[src/rtl/btn_debounce.sv]
// Synchronises and debounces raw button/switch inputs, emits rise/fall pulses,
// and derives a stretched SoC reset from channel 0.
module btn_debounce #(
    parameter int unsigned clk_freq    = 50000000,
    parameter int unsigned width       = 4,
    parameter int unsigned debounce_ms = 10,
    parameter int unsigned rst_hold    = 16
) (
    input  logic             clk,
    input  logic             reset_n,
    input  logic [width-1:0] din,
    output logic [width-1:0] dout,
    output logic [width-1:0] rise,
    output logic [width-1:0] fall,
    output logic             changed,
    output logic             sys_rst
);

    localparam int unsigned DIV = clk_freq / 1000;
    localparam int unsigned PW  = (DIV > 1) ? $clog2(DIV) : 1;
    localparam int unsigned CW  = $clog2(debounce_ms + 1);
    localparam int unsigned HW  = $clog2(rst_hold + 1);

    logic [PW-1:0]    pcnt_q, pcnt_d;
    logic             tick_c;
    logic [width-1:0] s1_q, s1_d;
    logic [width-1:0] s2_q, s2_d;
    logic [width-1:0] dout_q, dout_d;
    logic [width-1:0] rise_q, rise_d;
    logic [width-1:0] fall_q, fall_d;
    logic             changed_q, changed_d;
    logic [CW-1:0]    cnt_q [width];
    logic [CW-1:0]    cnt_d [width];
    logic [HW-1:0]    hcnt_q, hcnt_d;
    logic             sys_rst_q, sys_rst_d;

    // Free-running prescaler; tick marks the last cycle of each period
    always_comb begin
        tick_c = (pcnt_q == PW'(DIV - 1));
        pcnt_d = tick_c ? '0 : pcnt_q + PW'(1);
    end

    // Per-channel synchroniser, stability counter and commit/pulse generation
    always_comb begin
        s1_d   = din;
        s2_d   = s1_q;
        dout_d = dout_q;
        rise_d = '0;
        fall_d = '0;
        for (int unsigned i = 0; i < width; i++) begin
            cnt_d[i] = cnt_q[i];
            if (s2_q[i] == dout_q[i]) begin
                cnt_d[i] = '0;
            end else if (tick_c) begin
                if (cnt_q[i] == CW'(debounce_ms - 1)) begin
                    cnt_d[i]  = '0;
                    dout_d[i] = s2_q[i];
                    rise_d[i] = s2_q[i];
                    fall_d[i] = ~s2_q[i];
                end else begin
                    cnt_d[i] = cnt_q[i] + CW'(1);
                end
            end
        end
        changed_d = |(rise_d | fall_d);
    end

    // Reset stretcher: hold sys_rst while channel 0 is pressed and rst_hold cycles after
    always_comb begin
        hcnt_d    = hcnt_q;
        sys_rst_d = 1'b0;
        if (dout_q[0]) begin
            hcnt_d    = '0;
            sys_rst_d = 1'b1;
        end else if (hcnt_q != HW'(rst_hold)) begin
            hcnt_d    = hcnt_q + HW'(1);
            sys_rst_d = 1'b1;
        end
    end

    // State registers
    always_ff @(posedge clk or negedge reset_n) begin
        if (!reset_n) begin
            pcnt_q    <= '0;
            s1_q      <= '0;
            s2_q      <= '0;
            dout_q    <= '0;
            rise_q    <= '0;
            fall_q    <= '0;
            changed_q <= 1'b0;
            hcnt_q    <= '0;
            sys_rst_q <= 1'b1;
            for (int unsigned i = 0; i < width; i++) begin
                cnt_q[i] <= '0;
            end
        end else begin
            pcnt_q    <= pcnt_d;
            s1_q      <= s1_d;
            s2_q      <= s2_d;
            dout_q    <= dout_d;
            rise_q    <= rise_d;
            fall_q    <= fall_d;
            changed_q <= changed_d;
            hcnt_q    <= hcnt_d;
            sys_rst_q <= sys_rst_d;
            for (int unsigned i = 0; i < width; i++) begin
                cnt_q[i] <= cnt_d[i];
            end
        end
    end

    assign dout    = dout_q;
    assign rise    = rise_q;
    assign fall    = fall_q;
    assign changed = changed_q;
    assign sys_rst = sys_rst_q;

endmodule
[config.mk]
export PLATFORM = sky130hd
export DESIGN_NAME = btn_debounce
export DESIGN_NICKNAME = d
export VERILOG_FILES = /design/src/rtl/btn_debounce.sv
export SDC_FILE = /design/constraint.sdc
export NUM_CORES = 1
export LEC_CHECK = 0
export CORE_ASPECT_RATIO = 1.2
export CORE_MARGIN = 2
export CORE_UTILIZATION = 31
export CTS_BUF_LIST = sky130_fd_sc_hd__clkbuf_16
export CTS_CLUSTER_DIAMETER = 40
export DETAILED_ROUTE_END_ITERATION = 16
export PLACE_DENSITY_LB_ADDON = 0.3
export SETUP_SLACK_MARGIN = 0.15
export SYNTH_ARGS = -nofsm -noshare
export SYNTH_HDL_FRONTEND = slang
export SYNTH_SLANG_ARGS = --single-unit
[constraint.sdc]
create_clock -name clk -period 4.2 [get_ports clk]
set_input_delay 0.84 -clock clk [delete_from_list [all_inputs] [get_ports clk]]
set_output_delay 0.84 -clock clk [all_outputs]
set_load 0.02 [all_outputs]
======== Word-level counts from Yosys, hierarchy flattened ========
Cells that the tools add are included.
cells by class
  add/sub/neg operators ................... 6
  multiply operators ...................... 0
  divide/modulo/power cells ............... 0
  order comparisons ....................... 0
  eq/ne operators ......................... 10
  shift-type cells ........................ 0
  mux-type cells .......................... 41
  bitwise logic cells ..................... 9
  reductions and logical operators ........ 10
operator list
  cell                                                             number
  4-bit 2-to-1 mux                                                 12
  1-bit 2-to-1 mux                                                 26
  16-bit by 1-bit adder with 16-bit output, second input constant  1
  4-bit by 1-bit adder with 4-bit output, second input constant    4
  16-bit equality test, second input constant                      1
  4-bit equality test, second input constant                       4
  16-bit 2-to-1 mux                                                1
  3-bit AND reduction                                              4
  5-bit 2-to-1 mux                                                 2
  2-bit nonzero test                                               5
  1-bit inverter                                                   8
  5-bit by 1-bit adder with 5-bit output, second input constant    1
  5-bit inequality test, second input constant                     1
  1-bit equality test                                              4
  4-bit OR                                                         1
  4-bit OR reduction                                               1
word-level totals
  register bits ........................... 59
  bits in latches ......................... 0
  RAM bits ................................ 0
  memory bits (read-only) ................. 0
  bits of input ports ..................... 6
  output and inout bits ................... 14
  logic and storage cells ................. 92
  memories ................................ 0

======== Depth between registers and ports, before layout ========
  word-level depth ........................ 6
  depth in mapped cells ................... 8

======== Worst setup path after synthesis ========
OpenSTA, ideal clock, no wires.
  kind .................................... reg-to-reg
  from .................................... reg pcnt_q[5]
  to ...................................... reg cnt_q[15] in the netlist's numbering
  arrival ................................. 2212 ps
  required time ........................... 4118 ps
  slack ................................... 1907 ps
  cell stages (with the launch flop) ...... 6
  path buffers ............................ 1
  cell sequence ........................... dfrtp_1 or4b_1 or4_1 buf_2 or4b_1 a31oi_1
on the way
  word-level cells in the longest chain between the ends .. 2
ends and longest elaborated chain
  element                        line  text
  start, declared                24    logic [PW-1:0] pcnt_q, pcnt_d;
  start signal, assigned         97    pcnt_q <= pcnt_d;
  16-bit equality test           39    tick_c = (pcnt_q == PW'(DIV - 1));
  2-bit nonzero test (no line)   -
  end signal, assigned by index  107   cnt_q[i] <= cnt_d[i];
  end, declared                  32    logic [CW-1:0] cnt_q [width];
No other way between the ends.
A chain may end at the register's enable or synchronous reset.

======== Worst setup path after layout ========
Ends and elaborated chain as after synthesis.

==> summary.md <==
| Metric | Value |
|---|---|
| DP Worst Slack | `1.34 ns` |
| Non-Filler Instances | `396` |
| Pre-Repair DR Iteration Count | `4` |
| Post-synthesis simple-gate area fraction | `22.5%` |
| Vias per cell | `4.59` |
| Peak VDD IR | `225 uV` |
| Post-CTS resize count | `0` |
| Die ar. | `between 9000 and 10000 um2` |
| Num ports | `20` |
| Vias after detailed routing | `1818` |
| Post-synthesis register bit count | `59` |
| Worst EP required | `4.44 ns` |
| ANT cells | `0` |
| First-pass GRT wire length | `slightly above 8 mm` |
| Core Region | `8470 um2` |
| Max FO, Critical Path | `35` |
| Syn_nets | `265` |
| Worst path arrival time | `slightly above 3 ns` |
| DR iter-0 viols | `110` |
| Post-CTS Setup Bufs | `0` |
| Multiplexer area fraction after synthesis | `under 10%` |
| RSZ-0062 raised after global routing | `no` |
| Area leader, netlist | `dfrtp_1` |
| Clock Path Buffers | `2` |
| TNS Setup | `0 ns` |
| Worst reg2reg startpoint | `pcnt_q[5]` |
| DPL Wire Length | `3.12 mm` |
| Main area contributors after synthesis | `dfrtp_1 (54%), ha_1 (5.2%), xnor2_1 (4.3%)` |
| Initial core utilization | `31.5%` |
| Register area share after synthesis | `a little under three fifths` |
| Power per cell area | `~390 nW/um2` |
| Period utilisation layout | `68.2%` |
| Slew Limit Fails | `0` |
| GR Overflow Total | `0` |
| HP Start | `s1_q[1]` |
| Startpoint types | `register` |
| FMAX | `349 MHz` |
| Largest net degree at the start of global routing | `between 40 and 50` |
| Final setup margin | `1.34 ns` |
| Num CTS Buffers | `9` |
| Synth Area in Compound Gates | `roughly 5.2%` |
| Hold Path Depth | `0` |
| Reg-to-Reg End | `cnt_q[15]` |
| Synth Instances | `248` |
| Routability congestion estimate | `roughly 0.79` |
| DRC viols | `0` |
| Port Buffer Count | `19` |
| Leakage dissipation | `1.37 nW` |
| Std-Cell Rows | `37` |
| Synth cell types | `33` |
| H-tree levels | `3` |
| Post-synth EDFFs | `0` |
| Tmin final | `2.86 ns` |
| Mapped Area | `2670 um2` |
| Adder and majority gate portion of the synthesized area | `between 5 and 6%` |
| Cells after DPL | `380` |
| Worst-case hold path end point | `s2_q[1]` |
| Number of global-route vias before repair | `1829` |
| Total track usage | `11.4%` |
| Critical path class | `register to register` |
| Area growth from synthesis to layout | `22.8%` |
| Final WL | `4.63 mm` |
| CTS Hold Bufs | `0` |
| Highest Signal Layer | `met4` |
| Max-cap check violation count | `0` |
| Mean Syn Cell Area | `10.7 um2` |
| Met3 Routed Length | `168 um` |
| Share of the synthesized area in the top cell type | `54.5%` |
| Post-synthesis xor/xnor area fraction | `6.90%` |
| Ys flop type | `dfrtp_1` |
| Crit path capture type | `register` |
| Ys async rst share | `100%` |
| Largest family of logic cells by synthesized area | `simple AND/OR/NAND/NOR gates` |
| Total power | `1.29 mW` |
| Final setup fails | `0` |
| Avg WL per Cell | `11.7 um` |
| Clk_skew | `0.00812 ns` |
| Slew margin rel. | `37.6%` |
| Yosys synthesis warning count | `0` |
| Worst-Margin Slew | `about 0.94 ns` |
| CTS tree | `done` |
| Met2 wire length | `2.26 mm` |
| DRT antenna net count | `0` |
| Final hold vios | `0` |
| Reg clk slew, reported paths | `around 0.050 ns` |
| Status | `completed` |
| HP Class | `register to register` |
| Hold_ws | `0.345 ns` |
| FF-to-FF path depth | `4` |
| CTS Sinks | `59` |
| Final nets | `291` |
| Reg2Reg Setup Slack | `1.34 ns` |
| Met1 WL | `2.08 mm` |
| Worst-skew pair later-pin latency | `0.33 ns` |
| CTS root buf | `clkbuf_16` |
| Initial antenna violation count | `0` |
| Die width | `roughly 89 um` |
| Die extent in y | `106 um` |
| Share of cells above drive strength 1 | `7.17%` |
-- per-stage QoR --
stage / area, um2 / util [%]
finish: 3270 / 38.6
global route: 3270 / 38.6
CTS: 3270 / 38.6
detailed placement: 2990 / 35.3
global placement: 2990 / 35.3
floorplan: 2670 / -
-- cells in the mapped netlist (all sizes together), types with 2 or more instances --
cell,count
xnor2,13
xor2,8
nand2,12
nor2b,7
and3b,3
ha,11
or3,11
nor3,4
nor3b,8
clkbuf,5
nand2b,6
dfrtp,58
or4b,3
a21oi,15
mux2,4
nor4,5
nor2,21
or4,2
o21ai,8
nand4,4
nand3,16
inv,13
-- cell type report --
type / count / area, um2
Clock buffer: 9 / 225
Multi-Input combinational cell: 170 / 1110
Sequential cell: 59 / 1480
Tap cell: 117 / 146
Inverter: 13 / 48.8
Timing Repair Buffer: 21 / 200
Clock inverter: 7 / 60.1
Fill cell: 820 / 5200
-- how the worst max path moves through the flow --
stage,start,to,slack (ns),cells after the start
floorplan,pcnt_q[5],cnt_q[15],1.91,5
global placement,pcnt_q[5],cnt_q[15],1.39,4
detailed placement,pcnt_q[5],cnt_q[15],1.34,4
CTS,pcnt_q[5],cnt_q[15],1.31,4
global route,pcnt_q[5],cnt_q[15],1.19,4
finish,pcnt_q[5],cnt_q[15],1.34,4
-- routing by layer --
| layer | up-vias | track usage [%] |
|---|---|---|
| met5 | - | 0 |
| met4 | 0 | 5.52 |
| met3 | 11 | 4.46 |
| met2 | 22 | 17.9 |
| met1 | 880 | 13.2 |
| li1 | 905 | - |
-- cells in the final DEF (no fill, tap or decap), types with 2 or more instances in the layout --
cell type / synthesis / layout
clkinv_2: 0 / 3
a21oi_1: 15 / 15
and3b_1: 3 / 3
nor4_1: 5 / 5
nand4_1: 4 / 4
inv_1: 13 / 14
xor2_1: 8 / 8
nand2b_1: 6 / 6
or4_1: 2 / 2
dfrtp_1: 58 / 58
nor2_1: 21 / 21
clkdlybuf4s50_1: 0 / 18
nand3_1: 16 / 16
nor3b_1: 8 / 8
xnor2_1: 13 / 13
ha_1: 11 / 11
nor3_1: 4 / 4
clkbuf_16: 0 / 9
nand2_1: 12 / 12
buf_4: 0 / 2
or3_1: 11 / 11
or4b_1: 3 / 3
o21ai_0: 8 / 8
mux2_1: 4 / 4
nor2b_1: 7 / 7
-- where the power goes --
group,switching (mW),leakage (nW),internal [mW]
clock,0.244,0.144,0.450
sequential,0.00251,0.783,0.573
combinational,0.0142,0.445,0.00597
-- cells by family (layout without fill, tap and decap cells) --
kind of cell | Yosys count | after routing
xor gates and xnor gates | 21 | 21
and+or+nand+nor | 107 | 107
muxes | 5 | 5
buffers and inverters | 19 | 50
adders and majority gates | 11 | 11
DFF | 59 | 59
AOI/OAI and AO/OA | 26 | 26
-- state kept, by name, indices dropped and copies added, names as in the netlist --
name     count
fall         4
s2_q         4
cnt_q       16
dout         4
pcnt_q      16
rise         4
changed      1
s1_q         4
sys_rst      1
hcnt_q       5
-- critical path: stages, from the launching register on --
cell and delay [ns]:
dfrtp_1 0.42, or4b_1 0.55, or4_1 0.97, or4b_1 0.64, a31oi_1 0.18
No activity file was read; power rests on OpenSTA's default activity.
